<file path="src/rtl/lgn_pkg.sv">
// Shared constants and types for the logic-gate-network argmax stage.
// Build option: LGN_ARGMAX_MARGIN_EN (see lgn_argmax.sv).
package lgn_pkg;

  localparam int VOTE_W          = 16;
  localparam int NUM_CLASSES     = 10;
  localparam int WORDS_PER_CLASS = 4;

  // Widest possible class score is every vote bit set in every word of a class.
  localparam int SCORE_W = $clog2(VOTE_W * WORDS_PER_CLASS + 1);
  localparam int CLASS_W = $clog2(NUM_CLASSES);

  typedef enum logic [0:0] {
    ACCUM = 1'b0,
    DONE  = 1'b1
  } lgn_state_e;

endpackage

</file>
<file path="src/rtl/lgn_popcount.sv">
// Combinational population count of a W-bit word built as a binary adder tree.
// Nodes use heap indexing: leaves at [W..2W-1], node i sums children 2i and
// 2i+1, so node 1 holds the total for any W (power of two or not).
module lgn_popcount #(
  parameter int W     = 16,
  parameter int CNT_W = $clog2(W + 1)
) (
  input  logic [W-1:0]     data,
  output logic [CNT_W-1:0] count
);

  function automatic logic [CNT_W-1:0] tree_sum(input logic [W-1:0] d);
    logic [CNT_W-1:0] node [2*W];
    node[0] = {CNT_W{1'b0}};
    for (int i = 0; i < W; i++) begin
      node[W + i] = CNT_W'(d[i]);
    end
    for (int i = W - 1; i >= 1; i--) begin
      node[i] = node[2*i] + node[2*i + 1];
    end
    return node[1];
  endfunction

  // Reduce the input word to its set-bit count.
  always_comb begin
    count = tree_sum(data);
  end

endmodule

</file>
<file path="src/rtl/lgn_argmax.sv">
// Argmax stage behind the logic-gate network: popcounts each vote word,
// accumulates per-class scores, keeps the running best (ties favour the lower
// class index) and hands out the winner on a valid/ready interface.
// Build option: define LGN_ARGMAX_MARGIN_EN to also track the runner-up score
// and expose out_margin = best - second.
module lgn_argmax
  import lgn_pkg::*;
#(
  parameter int VOTE_W          = lgn_pkg::VOTE_W,
  parameter int NUM_CLASSES     = lgn_pkg::NUM_CLASSES,
  parameter int WORDS_PER_CLASS = lgn_pkg::WORDS_PER_CLASS,
  parameter int SCORE_W         = $clog2(VOTE_W * WORDS_PER_CLASS + 1),
  parameter int CLASS_W         = $clog2(NUM_CLASSES)
) (
  input  logic               clk,
  input  logic               rst_n,
  input  logic               in_valid,
  input  logic               in_sof,
  input  logic [VOTE_W-1:0]  in_data,
  output logic               in_ready,
  output logic               out_valid,
  input  logic               out_ready,
  output logic [CLASS_W-1:0] out_class,
  output logic [SCORE_W-1:0] out_score
`ifdef LGN_ARGMAX_MARGIN_EN
  ,
  output logic [SCORE_W-1:0] out_margin
`endif
);

  localparam int POP_W  = $clog2(VOTE_W + 1);
  localparam int WORD_W = (WORDS_PER_CLASS > 1) ? $clog2(WORDS_PER_CLASS) : 1;
  localparam logic [WORD_W-1:0]  LAST_WORD  = WORD_W'(WORDS_PER_CLASS - 1);
  localparam logic [CLASS_W-1:0] LAST_CLASS = CLASS_W'(NUM_CLASSES - 1);

  lgn_state_e         state_r;
  logic               in_ready_r;
  logic               out_valid_r;
  logic [WORD_W-1:0]  word_cnt_r;
  logic [CLASS_W-1:0] class_cnt_r;
  logic [SCORE_W-1:0] acc_r;
  logic [SCORE_W-1:0] best_r;
  logic [CLASS_W-1:0] best_class_r;
  logic [CLASS_W-1:0] out_class_r;
  logic [SCORE_W-1:0] out_score_r;

  logic [POP_W-1:0]   pop_s;
  logic [SCORE_W-1:0] pop_ext_s;
  logic               accept_s;
  logic [WORD_W-1:0]  word_base_s;
  logic [CLASS_W-1:0] class_base_s;
  logic [SCORE_W-1:0] acc_base_s;
  logic [SCORE_W-1:0] best_base_s;
  logic [CLASS_W-1:0] best_class_base_s;
  logic [SCORE_W-1:0] sum_s;
  logic               class_done_s;
  logic               frame_done_s;
  logic               take_s;
  logic [SCORE_W-1:0] new_best_s;
  logic [CLASS_W-1:0] new_class_s;

`ifdef LGN_ARGMAX_MARGIN_EN
  logic [SCORE_W-1:0] second_r;
  logic [SCORE_W-1:0] out_margin_r;
  logic [SCORE_W-1:0] second_base_s;
  logic [SCORE_W-1:0] new_second_s;
`endif

  lgn_popcount #(
    .W     (VOTE_W),
    .CNT_W (POP_W)
  ) u_popcount (
    .data  (in_data),
    .count (pop_s)
  );

  assign pop_ext_s = SCORE_W'(pop_s);

  // Frame bookkeeping for the current word; a start-of-frame word sees zeroed state.
  always_comb begin
    accept_s = in_valid && in_ready_r;
    if (in_sof) begin
      word_base_s       = {WORD_W{1'b0}};
      class_base_s      = {CLASS_W{1'b0}};
      acc_base_s        = {SCORE_W{1'b0}};
      best_base_s       = {SCORE_W{1'b0}};
      best_class_base_s = {CLASS_W{1'b0}};
    end else begin
      word_base_s       = word_cnt_r;
      class_base_s      = class_cnt_r;
      acc_base_s        = acc_r;
      best_base_s       = best_r;
      best_class_base_s = best_class_r;
    end
    sum_s        = acc_base_s + pop_ext_s;
    class_done_s = (word_base_s == LAST_WORD);
    frame_done_s = class_done_s && (class_base_s == LAST_CLASS);
    // Strictly greater keeps the earlier (lower index) class on a tie.
    take_s = (class_base_s == {CLASS_W{1'b0}}) || (sum_s > best_base_s);
    if (take_s) begin
      new_best_s  = sum_s;
      new_class_s = class_base_s;
    end else begin
      new_best_s  = best_base_s;
      new_class_s = best_class_base_s;
    end
  end

`ifdef LGN_ARGMAX_MARGIN_EN
  // Runner-up tracking; a score equal to best becomes second so a tie yields margin 0.
  always_comb begin
    if (in_sof) begin
      second_base_s = {SCORE_W{1'b0}};
    end else begin
      second_base_s = second_r;
    end
    if (class_base_s == {CLASS_W{1'b0}}) begin
      new_second_s = {SCORE_W{1'b0}};
    end else if (sum_s > best_base_s) begin
      new_second_s = best_base_s;
    end else if (sum_s > second_base_s) begin
      new_second_s = sum_s;
    end else begin
      new_second_s = second_base_s;
    end
  end
`endif

  // Control FSM with counters, accumulators and registered handshake outputs.
  always_ff @(posedge clk or negedge rst_n) begin
    if (!rst_n) begin
      state_r      <= ACCUM;
      in_ready_r   <= 1'b1;
      out_valid_r  <= 1'b0;
      word_cnt_r   <= {WORD_W{1'b0}};
      class_cnt_r  <= {CLASS_W{1'b0}};
      acc_r        <= {SCORE_W{1'b0}};
      best_r       <= {SCORE_W{1'b0}};
      best_class_r <= {CLASS_W{1'b0}};
      out_class_r  <= {CLASS_W{1'b0}};
      out_score_r  <= {SCORE_W{1'b0}};
`ifdef LGN_ARGMAX_MARGIN_EN
      second_r     <= {SCORE_W{1'b0}};
      out_margin_r <= {SCORE_W{1'b0}};
`endif
    end else begin
      case (state_r)
        ACCUM: begin
          if (accept_s) begin
            if (frame_done_s) begin
              state_r      <= DONE;
              in_ready_r   <= 1'b0;
              out_valid_r  <= 1'b1;
              out_class_r  <= new_class_s;
              out_score_r  <= new_best_s;
              word_cnt_r   <= {WORD_W{1'b0}};
              class_cnt_r  <= {CLASS_W{1'b0}};
              acc_r        <= {SCORE_W{1'b0}};
              best_r       <= {SCORE_W{1'b0}};
              best_class_r <= {CLASS_W{1'b0}};
`ifdef LGN_ARGMAX_MARGIN_EN
              out_margin_r <= new_best_s - new_second_s;
              second_r     <= {SCORE_W{1'b0}};
`endif
            end else if (class_done_s) begin
              word_cnt_r   <= {WORD_W{1'b0}};
              class_cnt_r  <= class_base_s + CLASS_W'(1'b1);
              acc_r        <= {SCORE_W{1'b0}};
              best_r       <= new_best_s;
              best_class_r <= new_class_s;
`ifdef LGN_ARGMAX_MARGIN_EN
              second_r     <= new_second_s;
`endif
            end else begin
              word_cnt_r   <= word_base_s + WORD_W'(1'b1);
              class_cnt_r  <= class_base_s;
              acc_r        <= sum_s;
              best_r       <= best_base_s;
              best_class_r <= best_class_base_s;
`ifdef LGN_ARGMAX_MARGIN_EN
              second_r     <= second_base_s;
`endif
            end
          end
        end
        DONE: begin
          if (out_ready) begin
            state_r     <= ACCUM;
            in_ready_r  <= 1'b1;
            out_valid_r <= 1'b0;
          end
        end
        default: begin
          state_r     <= ACCUM;
          in_ready_r  <= 1'b1;
          out_valid_r <= 1'b0;
        end
      endcase
    end
  end

  assign in_ready  = in_ready_r;
  assign out_valid = out_valid_r;
  assign out_class = out_class_r;
  assign out_score = out_score_r;
`ifdef LGN_ARGMAX_MARGIN_EN
  assign out_margin = out_margin_r;
`endif

endmodule
</file>
<file path="config.mk">
export PLATFORM = sky130hd
export DESIGN_NAME = lgn_argmax
export DESIGN_NICKNAME = d
export VERILOG_FILES = /design/src/rtl/lgn_pkg.sv /design/src/rtl/lgn_popcount.sv /design/src/rtl/lgn_argmax.sv
export SDC_FILE = /design/constraint.sdc
export NUM_CORES = 1
export LEC_CHECK = 0
export BUFFER_PORTS_ARGS = -buffer_cell sky130_fd_sc_hd__buf_2
export CORE_ASPECT_RATIO = 0.6
export CORE_UTILIZATION = 45
export CTS_CLUSTER_DIAMETER = 200
export DETAILED_ROUTE_END_ITERATION = 12
export PLACE_DENSITY = 0.68
export SYNTH_ARGS = -nofsm -noshare
export SYNTH_HDL_FRONTEND = slang
export SYNTH_SLANG_ARGS = --single-unit
</file>
<file path="constraint.sdc">
create_clock -name clk -period 4.9 [get_ports clk]
set_clock_uncertainty 0.15 [all_clocks]
set_input_delay 0.49 -clock clk [delete_from_list [all_inputs] [get_ports clk]]
set_output_delay 0.49 -clock clk [all_outputs]
set_load 0.01 [all_outputs]
</file>
==> flow_summary.ini <==
[setup_path]
path_cells = buf_6, ha_4, inv_2, fa_1, inv_2, fa_2, fa_1, inv_2, fa_1, inv_2, ha_4, fa_2, ha_4, buf_4, a211oi_2, a21oi_2, ha_1, nand2_1, or2_1, a221o_1, a211oi_4, o21bai_4, and2_4, a221o_1
crit_type = in -> reg
ff2ff_setup_slack_ps = 1200
worst_path_most_repeated_cell = inv_2
r2r_cells = 14
r2r_end = out_score[3]
worstSetupStartpointType = input port
critPathBufInv = 6
required_ps = 4940
critPathArrivalTime_ps = 6130
critPathMaxStageDelay_ps = 550
cp_slowest_cell = fa_1
cp_top_family = adder cells
crit_path_max_fanout = 7
setup.worst_path.end_class = flop
r2r-start = acc_r[0]

[cts]
cts_inserted_buffers = 5
h-tree-depth = 2
cts_root_buf = clkbuf_8
cts.path.max_buffers = 2
path_clk_slew_ps = 80
clock-sinks = 38
cts_tree = done
clk-insertion-delay-late_ps = 300
holdBufCountCts = 0

[global_route]
grt_pass1_wl_um = 11200
grt_max_degree = 39
antenna_found_initial = 0
grt_overflow = 0
first_global_vias = 2229
grtUsageTotal = 0.231

[run_status]
violations = negative setup slack
status = complete, but fails checks

[power]
power.leakage_nw = 1.77
power-per-cell-area_nw_per_um2 = 644
irDropWorstVdd_v = 0.000379
fin_total_pwr_mw = 2.27

[sta]
fin_crit_ps = 6090
slew_headroom = 0.400
drv_slew = 0
finalHoldViolations = 0
rsz0062_at_grt = true
finalCritPeriodShare = 1.24
finalSetupViolCount = 24
fmax_mhz = 164
worstMarginPinSlew_ps = 897
layout_setup_ws_ps = -1190

[cells_and_area]
n_antenna_cell = 0
syn_to_final_growth_pct = 27.3
fin_area_um2 = 3520
fin_util = 0.612
num-nets-final = 409
stdcell_count = 430
drive_gt1_frac = 0.311

[synthesis]
ys_seq_area_frac = 0.344
synth-seq-cells = 38
netlist_instances = 291
avgSynthCellArea_um2 = 9.50
synth_area_leaders = dfrtp_1 (33%), ha_1 (12%), fa_1 (8.7%)
synth_edf_count = 0
synth_flop_cell = dfrtp_1
synthArstFlopShare = 1.00
synth_fp_nets = 351
synthMostInstantiatedCell = nand2_1
yosysTopAreaCell = dfrtp_1
synth_cell_types = 51
synthTopCellsByCount = nand2_1 (41), dfrtp_1 (37), inv_1 (28)
yosysWarnings = 0
synth_area_um2 = 2770
synth_top_area_share = 0.335

[placement]
placedCellCount = 418
placed_area_um2 = 3250
routabilityCongestion = 0.838
dpl.hpwl_um = 5040
port_buffers = 33

[flow_run]
drv_cap = 0

[drt]
drc = 0
drtAntennaViolNets = 0
routed_wl_um = 6700
drt-wirelength-per-cell_um = 15.6
via_per_inst = 5.42
met1_length_um = 3530
met3_length_um = 486
vias = 2331
highest_layer = met4
drtIter0Drc = 195
wl_met2_um = 2630
firstDrtPassIters = 4

[floorplan]
core_um2 = 5750
die_area_um2 = 6470
die_height_um = 62.7
start_util = 0.481
ioPinCount = 34
rows = 21
die_x_um = 103

[worst_hold_path]
worstHoldPathType = in -> async
==> area by class of cell <==
class	count	area (um2)
fill	485	2230
multi-input combinational	214	1860
sequential	38	952
timing repair buffer	62	407
inverter	28	105
tap	80	100
clock buffer	6	82.6
clock inverter	2	12.5
==> worst max-delay path by stage <==
| stage | from | end | depth (start not counted) |
|---|---|---|---|
| finish | in_data[15] | out_score[3] | 24 |
| global route | in_data[15] | out_score[2] | 24 |
| CTS | in_data[15] | out_score[2] | 24 |
| detailed placement | in_data[15] | out_score[2] | 24 |
| global placement | in_data[15] | out_score[0] | 24 |
| floorplan | in_data[15] | out_score[0] | 24 |
==> report_power, final <==
group	total, mW	internal [mW]	switching, mW
logic	1.65	0.825	0.828
registers	0.388	0.354	0.0346
clock network	0.227	0.113	0.113
total	2.27	1.29	0.976
==> cells by family after synthesis <==
logic type / after synthesis / synth area share
muxes: 4 / 0.0145
buffers and inverters: 39 / 0.0570
xor gates and xnor gates: 5 / 0.0158
adders and majority gates: 39 / 0.209
and+or+nand+nor: 99 / 0.179
AOI/OAI and AO/OA: 67 / 0.181
DFF: 38 / 0.344
==> registers in the layout, indices dropped and copies added, names as in the netlist <==
register,flops
class_cnt_r,4
word_cnt_r,2
out_score,7
out_valid,1
best_r,7
in_ready,1
state_r,1
best_class_r,4
acc_r,7
out_class,4
==> per-stage QoR <==
stage / TNS [ps] / worst slack (ps) / hold slack, ps
floorplan: -22670 / -1250 / 44.4
global placement: -29440 / -1550 / 302
detailed placement: -33980 / -1740 / 310
CTS: -23730 / -1250 / 171
global route: -27080 / -1380 / 200
finish: -22750 / -1190 / 132
==> placed cells by master, fill, tap and decap left out, types with 9 or more instances in the layout <==
cell     instances
inv_1           22
fa_1             9
buf_4           26
o21ai_0         12
nor2b_1          9
a22o_1          11
nand2_1         40
dfrtp_1         37
ha_1            19
buf_2           31
nor2_1           9
==> metal layers <==
metal  track usage  vias up
li1              -     1132
met1         0.384     1128
met2         0.293       65
met3        0.0515        6
met4        0.0511        0
met5             0        -
==> repair_timing <==
| item | CTS | global route |
|---|---|---|
| setup endpoints to repair | 24 | 24 |
| setup buffers | 3 | 2 |
| pin swaps | 21 | 14 |
| resized for setup | 23 | 9 |
No activity file was read; power rests on OpenSTA's default activity.
